<file path="config.mk">
export PLATFORM = sky130hd
export DESIGN_NAME = alu_arbiter_flat
export DESIGN_NICKNAME = d
export VERILOG_FILES = /design/src/rtl/alu_arbiter_if.sv /design/src/rtl/alu_arbiter.sv /design/src/flat_wrapper.sv
export SDC_FILE = /design/constraint.sdc
export NUM_CORES = 1
export LEC_CHECK = 0
export BUFFER_PORTS_ARGS = -buffer_cell sky130_fd_sc_hd__buf_4
export CAP_MARGIN = 10
export CORE_AREA = 4 4 205 207
export CTS_BUF_LIST = sky130_fd_sc_hd__clkbuf_16
export DETAILED_ROUTE_END_ITERATION = 16
export DIE_AREA = 0 0 209 211
export PLACE_DENSITY = 0.38
export SLEW_MARGIN = 0
export SYNTH_ARGS = -nofsm -noshare
export SYNTH_HDL_FRONTEND = slang
export SYNTH_SLANG_ARGS = --single-unit
</file>
<file path="constraint.sdc">
create_clock -name clk -period 2.36 [get_ports clk]
set_input_delay 0.354 -clock clk [delete_from_list [all_inputs] [get_ports clk]]
set_output_delay 0.354 -clock clk [all_outputs]
set_load 0.05 [all_outputs]
</file>
<file path="src/rtl/alu_arbiter_if.sv">
// Bundle of the RS, LSB, shared-ALU and CDB signals around the ALU arbiter.
// slave = arbiter view, master = surrounding core (or bench) view.
interface alu_arbiter_if #(
  parameter int ROB_W = 4
);
  logic             rdy;
  logic             clear;

  logic             rs_valid;
  logic             rs_ready;
  logic [5:0]       rs_opcode;
  logic [31:0]      rs_lhs;
  logic [31:0]      rs_rhs;
  logic [31:0]      rs_imm;
  logic [31:0]      rs_pc;
  logic [ROB_W-1:0] rs_rob;

  logic             lsb_valid;
  logic             lsb_ready;
  logic [5:0]       lsb_opcode;
  logic [31:0]      lsb_lhs;
  logic [31:0]      lsb_rhs;
  logic [31:0]      lsb_imm;
  logic [31:0]      lsb_pc;
  logic [ROB_W-1:0] lsb_rob;

  logic             alu_valid;
  logic [5:0]       alu_opcode;
  logic [31:0]      alu_lhs;
  logic [31:0]      alu_rhs;
  logic [31:0]      alu_imm;
  logic [31:0]      alu_pc;
  logic [31:0]      alu_result;

  logic             cdb_valid;
  logic [ROB_W-1:0] cdb_rob;
  logic [31:0]      cdb_result;
  logic             cdb_ready;

  logic             lsb_addr_valid;
  logic [ROB_W-1:0] lsb_addr_rob;
  logic [31:0]      lsb_addr;

  modport slave (
    input  rdy, clear,
    input  rs_valid, rs_opcode, rs_lhs, rs_rhs, rs_imm, rs_pc, rs_rob,
    output rs_ready,
    input  lsb_valid, lsb_opcode, lsb_lhs, lsb_rhs, lsb_imm, lsb_pc, lsb_rob,
    output lsb_ready,
    output alu_valid, alu_opcode, alu_lhs, alu_rhs, alu_imm, alu_pc,
    input  alu_result,
    output cdb_valid, cdb_rob, cdb_result,
    input  cdb_ready,
    output lsb_addr_valid, lsb_addr_rob, lsb_addr
  );

  modport master (
    output rdy, clear,
    output rs_valid, rs_opcode, rs_lhs, rs_rhs, rs_imm, rs_pc, rs_rob,
    input  rs_ready,
    output lsb_valid, lsb_opcode, lsb_lhs, lsb_rhs, lsb_imm, lsb_pc, lsb_rob,
    input  lsb_ready,
    input  alu_valid, alu_opcode, alu_lhs, alu_rhs, alu_imm, alu_pc,
    output alu_result,
    input  cdb_valid, cdb_rob, cdb_result,
    output cdb_ready,
    input  lsb_addr_valid, lsb_addr_rob, lsb_addr
  );
endinterface

</file>
<file path="src/rtl/alu_arbiter.sv">
// Round-robin arbiter sharing one combinational ALU between the RS and the LSB.
// A single output slot holds the result: RS results wait for a CDB slot, LSB addresses pulse once.
module alu_arbiter #(
  parameter int ROB_W = 4
) (
  input  logic        clk,
  input  logic        rst,
  alu_arbiter_if.slave bus
);

  typedef enum logic {
    SRC_RS  = 1'b0,
    SRC_LSB = 1'b1
  } src_e;

  typedef struct packed {
    logic [5:0]  opcode;
    logic [31:0] lhs;
    logic [31:0] rhs;
    logic [31:0] imm;
    logic [31:0] pc;
  } alu_op_t;

  typedef struct packed {
    logic             valid;
    src_e             src;
    logic [ROB_W-1:0] rob;
    logic [31:0]      result;
  } slot_t;

  slot_t            slot_q, slot_d;
  src_e             last_q, last_d;
  logic             slot_free;
  logic             can_grant;
  logic             gnt_rs, gnt_lsb, gnt_any;
  logic [ROB_W-1:0] gnt_rob;
  alu_op_t          rs_op, lsb_op, issue_op;

  assign rs_op  = '{opcode: bus.rs_opcode,  lhs: bus.rs_lhs,  rhs: bus.rs_rhs,
                    imm: bus.rs_imm,  pc: bus.rs_pc};
  assign lsb_op = '{opcode: bus.lsb_opcode, lhs: bus.lsb_lhs, rhs: bus.lsb_rhs,
                    imm: bus.lsb_imm, pc: bus.lsb_pc};

  // LSB results never wait, so only a held RS result without a CDB slot blocks issue.
  assign slot_free = !slot_q.valid || (slot_q.src == SRC_LSB) || bus.cdb_ready;
  assign can_grant = bus.rdy && !bus.clear && !rst && slot_free;

  // last_q names the previous winner; a tie goes to the other source.
  assign gnt_rs  = can_grant && bus.rs_valid  && (!bus.lsb_valid || last_q == SRC_LSB);
  assign gnt_lsb = can_grant && bus.lsb_valid && (!bus.rs_valid  || last_q == SRC_RS);
  assign gnt_any = gnt_rs || gnt_lsb;

  always_comb begin
    issue_op = '0;
    gnt_rob  = '0;
    if (gnt_rs) begin
      issue_op = rs_op;
      gnt_rob  = bus.rs_rob;
    end else if (gnt_lsb) begin
      issue_op = lsb_op;
      gnt_rob  = bus.lsb_rob;
    end
  end

  always_comb begin
    slot_d = slot_q;
    last_d = last_q;
    if (bus.clear) begin
      slot_d.valid = 1'b0;
    end else if (bus.rdy) begin
      if (gnt_any) begin
        slot_d.valid  = 1'b1;
        slot_d.src    = gnt_lsb ? SRC_LSB : SRC_RS;
        slot_d.rob    = gnt_rob;
        slot_d.result = bus.alu_result;
        last_d        = gnt_lsb ? SRC_LSB : SRC_RS;
      end else if (slot_q.valid && slot_free) begin
        slot_d.valid = 1'b0;
      end
    end
  end

  always_ff @(posedge clk) begin
    if (rst) begin
      slot_q <= '0;
      last_q <= SRC_LSB;
    end else begin
      slot_q <= slot_d;
      last_q <= last_d;
    end
  end

  assign bus.rs_ready   = gnt_rs;
  assign bus.lsb_ready  = gnt_lsb;
  assign bus.alu_valid  = gnt_any;
  assign bus.alu_opcode = issue_op.opcode;
  assign bus.alu_lhs    = issue_op.lhs;
  assign bus.alu_rhs    = issue_op.rhs;
  assign bus.alu_imm    = issue_op.imm;
  assign bus.alu_pc     = issue_op.pc;

  // Slot outputs are forced low while rst is high so a pending result is never broadcast.
  assign bus.cdb_valid      = !rst && slot_q.valid && (slot_q.src == SRC_RS);
  assign bus.cdb_rob        = bus.cdb_valid ? slot_q.rob : '0;
  assign bus.cdb_result     = bus.cdb_valid ? slot_q.result : '0;
  assign bus.lsb_addr_valid = !rst && slot_q.valid && (slot_q.src == SRC_LSB);
  assign bus.lsb_addr_rob   = bus.lsb_addr_valid ? slot_q.rob : '0;
  assign bus.lsb_addr       = bus.lsb_addr_valid ? slot_q.result : '0;

endmodule

</file>
<file path="src/flat_wrapper.sv">
// flat-port wrapper written by rule: the top's interface ports become plain ports
module alu_arbiter_flat 
#(
  parameter int ROB_W = 4
)
  (clk, rst, bus_rdy, bus_clear, bus_rs_valid, bus_rs_opcode, bus_rs_lhs, bus_rs_rhs, bus_rs_imm, bus_rs_pc, bus_rs_rob, bus_rs_ready, bus_lsb_valid, bus_lsb_opcode, bus_lsb_lhs, bus_lsb_rhs, bus_lsb_imm, bus_lsb_pc, bus_lsb_rob, bus_lsb_ready, bus_alu_valid, bus_alu_opcode, bus_alu_lhs, bus_alu_rhs, bus_alu_imm, bus_alu_pc, bus_alu_result, bus_cdb_valid, bus_cdb_rob, bus_cdb_result, bus_cdb_ready, bus_lsb_addr_valid, bus_lsb_addr_rob, bus_lsb_addr);
  alu_arbiter_if #(.ROB_W(ROB_W)) bus_i ();
  input  logic clk;
  input  logic rst;
  input wire logic [$bits(bus_i.rdy)-1:0] bus_rdy;
  input wire logic [$bits(bus_i.clear)-1:0] bus_clear;
  input wire logic [$bits(bus_i.rs_valid)-1:0] bus_rs_valid;
  input wire logic [$bits(bus_i.rs_opcode)-1:0] bus_rs_opcode;
  input wire logic [$bits(bus_i.rs_lhs)-1:0] bus_rs_lhs;
  input wire logic [$bits(bus_i.rs_rhs)-1:0] bus_rs_rhs;
  input wire logic [$bits(bus_i.rs_imm)-1:0] bus_rs_imm;
  input wire logic [$bits(bus_i.rs_pc)-1:0] bus_rs_pc;
  input wire logic [$bits(bus_i.rs_rob)-1:0] bus_rs_rob;
  output wire logic [$bits(bus_i.rs_ready)-1:0] bus_rs_ready;
  input wire logic [$bits(bus_i.lsb_valid)-1:0] bus_lsb_valid;
  input wire logic [$bits(bus_i.lsb_opcode)-1:0] bus_lsb_opcode;
  input wire logic [$bits(bus_i.lsb_lhs)-1:0] bus_lsb_lhs;
  input wire logic [$bits(bus_i.lsb_rhs)-1:0] bus_lsb_rhs;
  input wire logic [$bits(bus_i.lsb_imm)-1:0] bus_lsb_imm;
  input wire logic [$bits(bus_i.lsb_pc)-1:0] bus_lsb_pc;
  input wire logic [$bits(bus_i.lsb_rob)-1:0] bus_lsb_rob;
  output wire logic [$bits(bus_i.lsb_ready)-1:0] bus_lsb_ready;
  output wire logic [$bits(bus_i.alu_valid)-1:0] bus_alu_valid;
  output wire logic [$bits(bus_i.alu_opcode)-1:0] bus_alu_opcode;
  output wire logic [$bits(bus_i.alu_lhs)-1:0] bus_alu_lhs;
  output wire logic [$bits(bus_i.alu_rhs)-1:0] bus_alu_rhs;
  output wire logic [$bits(bus_i.alu_imm)-1:0] bus_alu_imm;
  output wire logic [$bits(bus_i.alu_pc)-1:0] bus_alu_pc;
  input wire logic [$bits(bus_i.alu_result)-1:0] bus_alu_result;
  output wire logic [$bits(bus_i.cdb_valid)-1:0] bus_cdb_valid;
  output wire logic [$bits(bus_i.cdb_rob)-1:0] bus_cdb_rob;
  output wire logic [$bits(bus_i.cdb_result)-1:0] bus_cdb_result;
  input wire logic [$bits(bus_i.cdb_ready)-1:0] bus_cdb_ready;
  output wire logic [$bits(bus_i.lsb_addr_valid)-1:0] bus_lsb_addr_valid;
  output wire logic [$bits(bus_i.lsb_addr_rob)-1:0] bus_lsb_addr_rob;
  output wire logic [$bits(bus_i.lsb_addr)-1:0] bus_lsb_addr;
  assign bus_i.rdy = bus_rdy;
  assign bus_i.clear = bus_clear;
  assign bus_i.rs_valid = bus_rs_valid;
  assign bus_i.rs_opcode = bus_rs_opcode;
  assign bus_i.rs_lhs = bus_rs_lhs;
  assign bus_i.rs_rhs = bus_rs_rhs;
  assign bus_i.rs_imm = bus_rs_imm;
  assign bus_i.rs_pc = bus_rs_pc;
  assign bus_i.rs_rob = bus_rs_rob;
  assign bus_rs_ready = bus_i.rs_ready;
  assign bus_i.lsb_valid = bus_lsb_valid;
  assign bus_i.lsb_opcode = bus_lsb_opcode;
  assign bus_i.lsb_lhs = bus_lsb_lhs;
  assign bus_i.lsb_rhs = bus_lsb_rhs;
  assign bus_i.lsb_imm = bus_lsb_imm;
  assign bus_i.lsb_pc = bus_lsb_pc;
  assign bus_i.lsb_rob = bus_lsb_rob;
  assign bus_lsb_ready = bus_i.lsb_ready;
  assign bus_alu_valid = bus_i.alu_valid;
  assign bus_alu_opcode = bus_i.alu_opcode;
  assign bus_alu_lhs = bus_i.alu_lhs;
  assign bus_alu_rhs = bus_i.alu_rhs;
  assign bus_alu_imm = bus_i.alu_imm;
  assign bus_alu_pc = bus_i.alu_pc;
  assign bus_i.alu_result = bus_alu_result;
  assign bus_cdb_valid = bus_i.cdb_valid;
  assign bus_cdb_rob = bus_i.cdb_rob;
  assign bus_cdb_result = bus_i.cdb_result;
  assign bus_i.cdb_ready = bus_cdb_ready;
  assign bus_lsb_addr_valid = bus_i.lsb_addr_valid;
  assign bus_lsb_addr_rob = bus_i.lsb_addr_rob;
  assign bus_lsb_addr = bus_i.lsb_addr;
  alu_arbiter #(.ROB_W(ROB_W)) u_core (.clk(clk), .rst(rst), .bus(bus_i));
endmodule
</file>
==> run_results.csv <==
group,metric,value,unit
global_route,grtUsageTotal,0.130,
run_status,status,"finished clean",
sta,drv_slew,0,
placement,dpl.cell_count,1570,
die,dieArea,0.0441,mm^2
finish,drive_gt1_frac,0.691,
clock_tree,clock_path_buffers,2,
global_route,grt_max_degree,49,
global_route,antenna_found_initial,8,
route,postRouteAntennaNets,0,
logic_synthesis,postSynthCellCount,557,
logic_synthesis,synth_cell_type_count,28,
setup_path,arrival,1.95,ns
die,start_util,0.100,
worst_hold_path,min_path_type,"input pin to flip-flop",
finish,final_common_cell,"buf_4",
finish,mostFrequentLayoutCells,"buf_4 (544), a32oi_1 (138), nor2_2 (120)",
route,routed_wl,31.8,mm
logic_synthesis,synth_ff_type,"dfxtp_1",
global_route,met2_usage,0.226,
global_route,grt_pass1_wl,44.3,mm
placement,hpwl,26.1,mm
clock_tree,cts_num_sinks,39,
logic_synthesis,syn_area,0.00404,mm^2
global_route,met1_usage,0.157,
placement,portBuffers,525,
sta,fmax,433,MHz
setup_path,crit_required,2.01,ns
die,fp.dieW,209,um
route,wl_per_cell,20.0,um
sta,setup_violations,0,
sta,clock-skew-final,0.00997,ns
die,die_y,211,um
logic_synthesis,yosys_warnings,0,
sta,finalCriticalPeriod,2.31,ns
finish,fin_cells,1587,
clock_tree,cts_root_buf,"clkbuf_16",
route,drtPass1Iterations,4,
sta,slew_headroom,0.673,
die,core_area,0.0404,mm^2
global_route,overflow,0,
die,rows,74,
setup_path,crit_path_top_delay_cell,"or3b_2",
sta,fin_crit_sh,0.978,
logic_synthesis,yosys_register_bits,39,
clock_tree,clk_pin_slew,0.06,ns
setup_path,crit_chain,"or3b_2 -> nand2_4 -> buf_16 -> nor2_1 -> buf_4",
setup_path,start_kind,"flip-flop",
placement,gp_congestion,0.836,
logic_synthesis,synthArstFlopShare,0,
logic_synthesis,synth_fp_nets,872,
clock_tree,cts_tree,"yes",
flow_run,maxCapViolations,0,
die,ios,526,
route,vias,6395,
clock_tree,clkLatencyLatePin,0.29,ns
setup_path,path_max_fanout,44,
global_route,grt_pass1_vias,6617,
setup_path,path_class,"flip-flop to primary output",
sta,rsz0062_at_grt,"yes",
global_route,globalRouteMet3Util,0.0383,
sta,tns,0,ns
power_and_ir_drop,powerDensity,299,mW/mm^2
clock_tree,htree_levels,2,
route,vias_per_cell,4.03,
setup_path,max_stage_delay,0.51,ns
logic_synthesis,seq_area_frac_synth,0.193,
setup_path,cp-end-kind,"primary output",
sta,tightest_slew,0.490,ns
global_route,grt_most_used_layer,"met2",
route,drt_iter0_markers,308,
route,remaining_drc_errors,0,
logic_synthesis,synth_edf_count,0,
clock_tree,cts_buffers,5,
logic_synthesis,synth_area_per_cell,7.24,um^2
sta,hold_viol,0,
setup_path,r2r_setup_slack,0.76,ns
power_and_ir_drop,vdd_drop_max,261,uV
finish,syn2layout_area_growth,130,%
power_and_ir_drop,cellLeakagePower,4.14,nW
finish,fin_nets,1361,
[synthesized netlist by cell type (2+ instances only)]
master / count / share of area
mux2_1: 2 / 0.0056
buf_1: 6 / 0.0056
a32oi_1: 138 / 0.30
clkbuf_1: 58 / 0.054
o32ai_1: 4 / 0.0087
nor2_1: 137 / 0.13
nor3b_1: 3 / 0.0056
nor2b_1: 32 / 0.050
buf_2: 9 / 0.011
mux2_2: 30 / 0.084
and2_1: 72 / 0.11
nand2_1: 4 / 0.0037
buf_6: 3 / 0.0084
nor3_1: 2 / 0.0025
inv_1: 5 / 0.0047
o21ai_0: 2 / 0.0025
dfxtp_1: 39 / 0.19
[registers in the layout (all words and copies together) (netlist names)]
signal,count
u_core.last_q,1
u_core.slot_q,38
[path summary, 6_finish.rpt]
path,startpoint,end,cells past startpoint
max,u_core.slot_q[37],bus_rs_ready,5
max reg2reg,u_core.slot_q[37],u_core.slot_q[32],5
min,bus_clear,u_core.slot_q[37],2
min reg2reg,u_core.slot_q[34],u_core.slot_q[34],2
[cell type report]
class                           instances  area (um^2)
Fill cell                            4530        31100
Timing Repair Buffer                  558         4380
Multi-Input combinational cell        437         3250
Sequential cell                        39          781
Tap cell                              532          666
Clock buffer                            5          125
Clock inverter                          3         43.8
Antenna cell                            8         20.0
Inverter                                5         18.8
[cell families (layout without fill, tap and decap cells)]
kind of cell,count (synthesis),in the layout,share of synthesized area
compound gates,149,149,0.320
buf+inv,81,571,0.0837
flops,39,39,0.193
mux,32,32,0.0893
other cells,0,8,0
simple gates,256,256,0.314
[power breakdown]
| group | total, W | switching (W) | internal, W |
|---|---|---|---|
| Clock | 0.000790 | 0.000291 | 0.000499 |
| Combinational | 0.00128 | 0.000662 | 0.000613 |
| Sequential | 0.000712 | 0.0000210 | 0.000691 |
[repair_timing]
action,CTS,global route
buffers inserted,0,0
setup endpoints to repair,0,8
hold buffers,0,0
resized for setup,0,3
[metrics by stage]
step / utilization / total power (W) / hold slack [ns] / cell area (um^2) / setup slack (ns)
final: 0.230 / 0.00278 / 0.252 / 9280 / 0.0528
after CTS: 0.228 / 0.00282 / 0.243 / 9210 / 0.0509
after detailed placement: 0.224 / 0.00200 / 0.479 / 9040 / 0.274
after global placement: 0.224 / 0.00200 / 0.471 / 9040 / 0.286
after floorplan: - / 0.00132 / 0.431 / 4340 / 0.0230
after global routing: 0.230 / 0.00293 / 0.253 / 9270 / -0.000808
[per-layer routing]
metal  part of all wire  vias to the layer above
met5            0.00035                        -
met3              0.083                       27
li1                   -                     3068
met2               0.50                      309
met1               0.39                     2989
met4              0.022                        2
[worst max-delay path: cells and delay by family, from the launching register on]
kind	cells	cell delay, ns
buffers and inverters	2	0.48
and+or+nand+nor	3	0.76
DFF	1	0.39
Power figures use the tool's default switching activity.
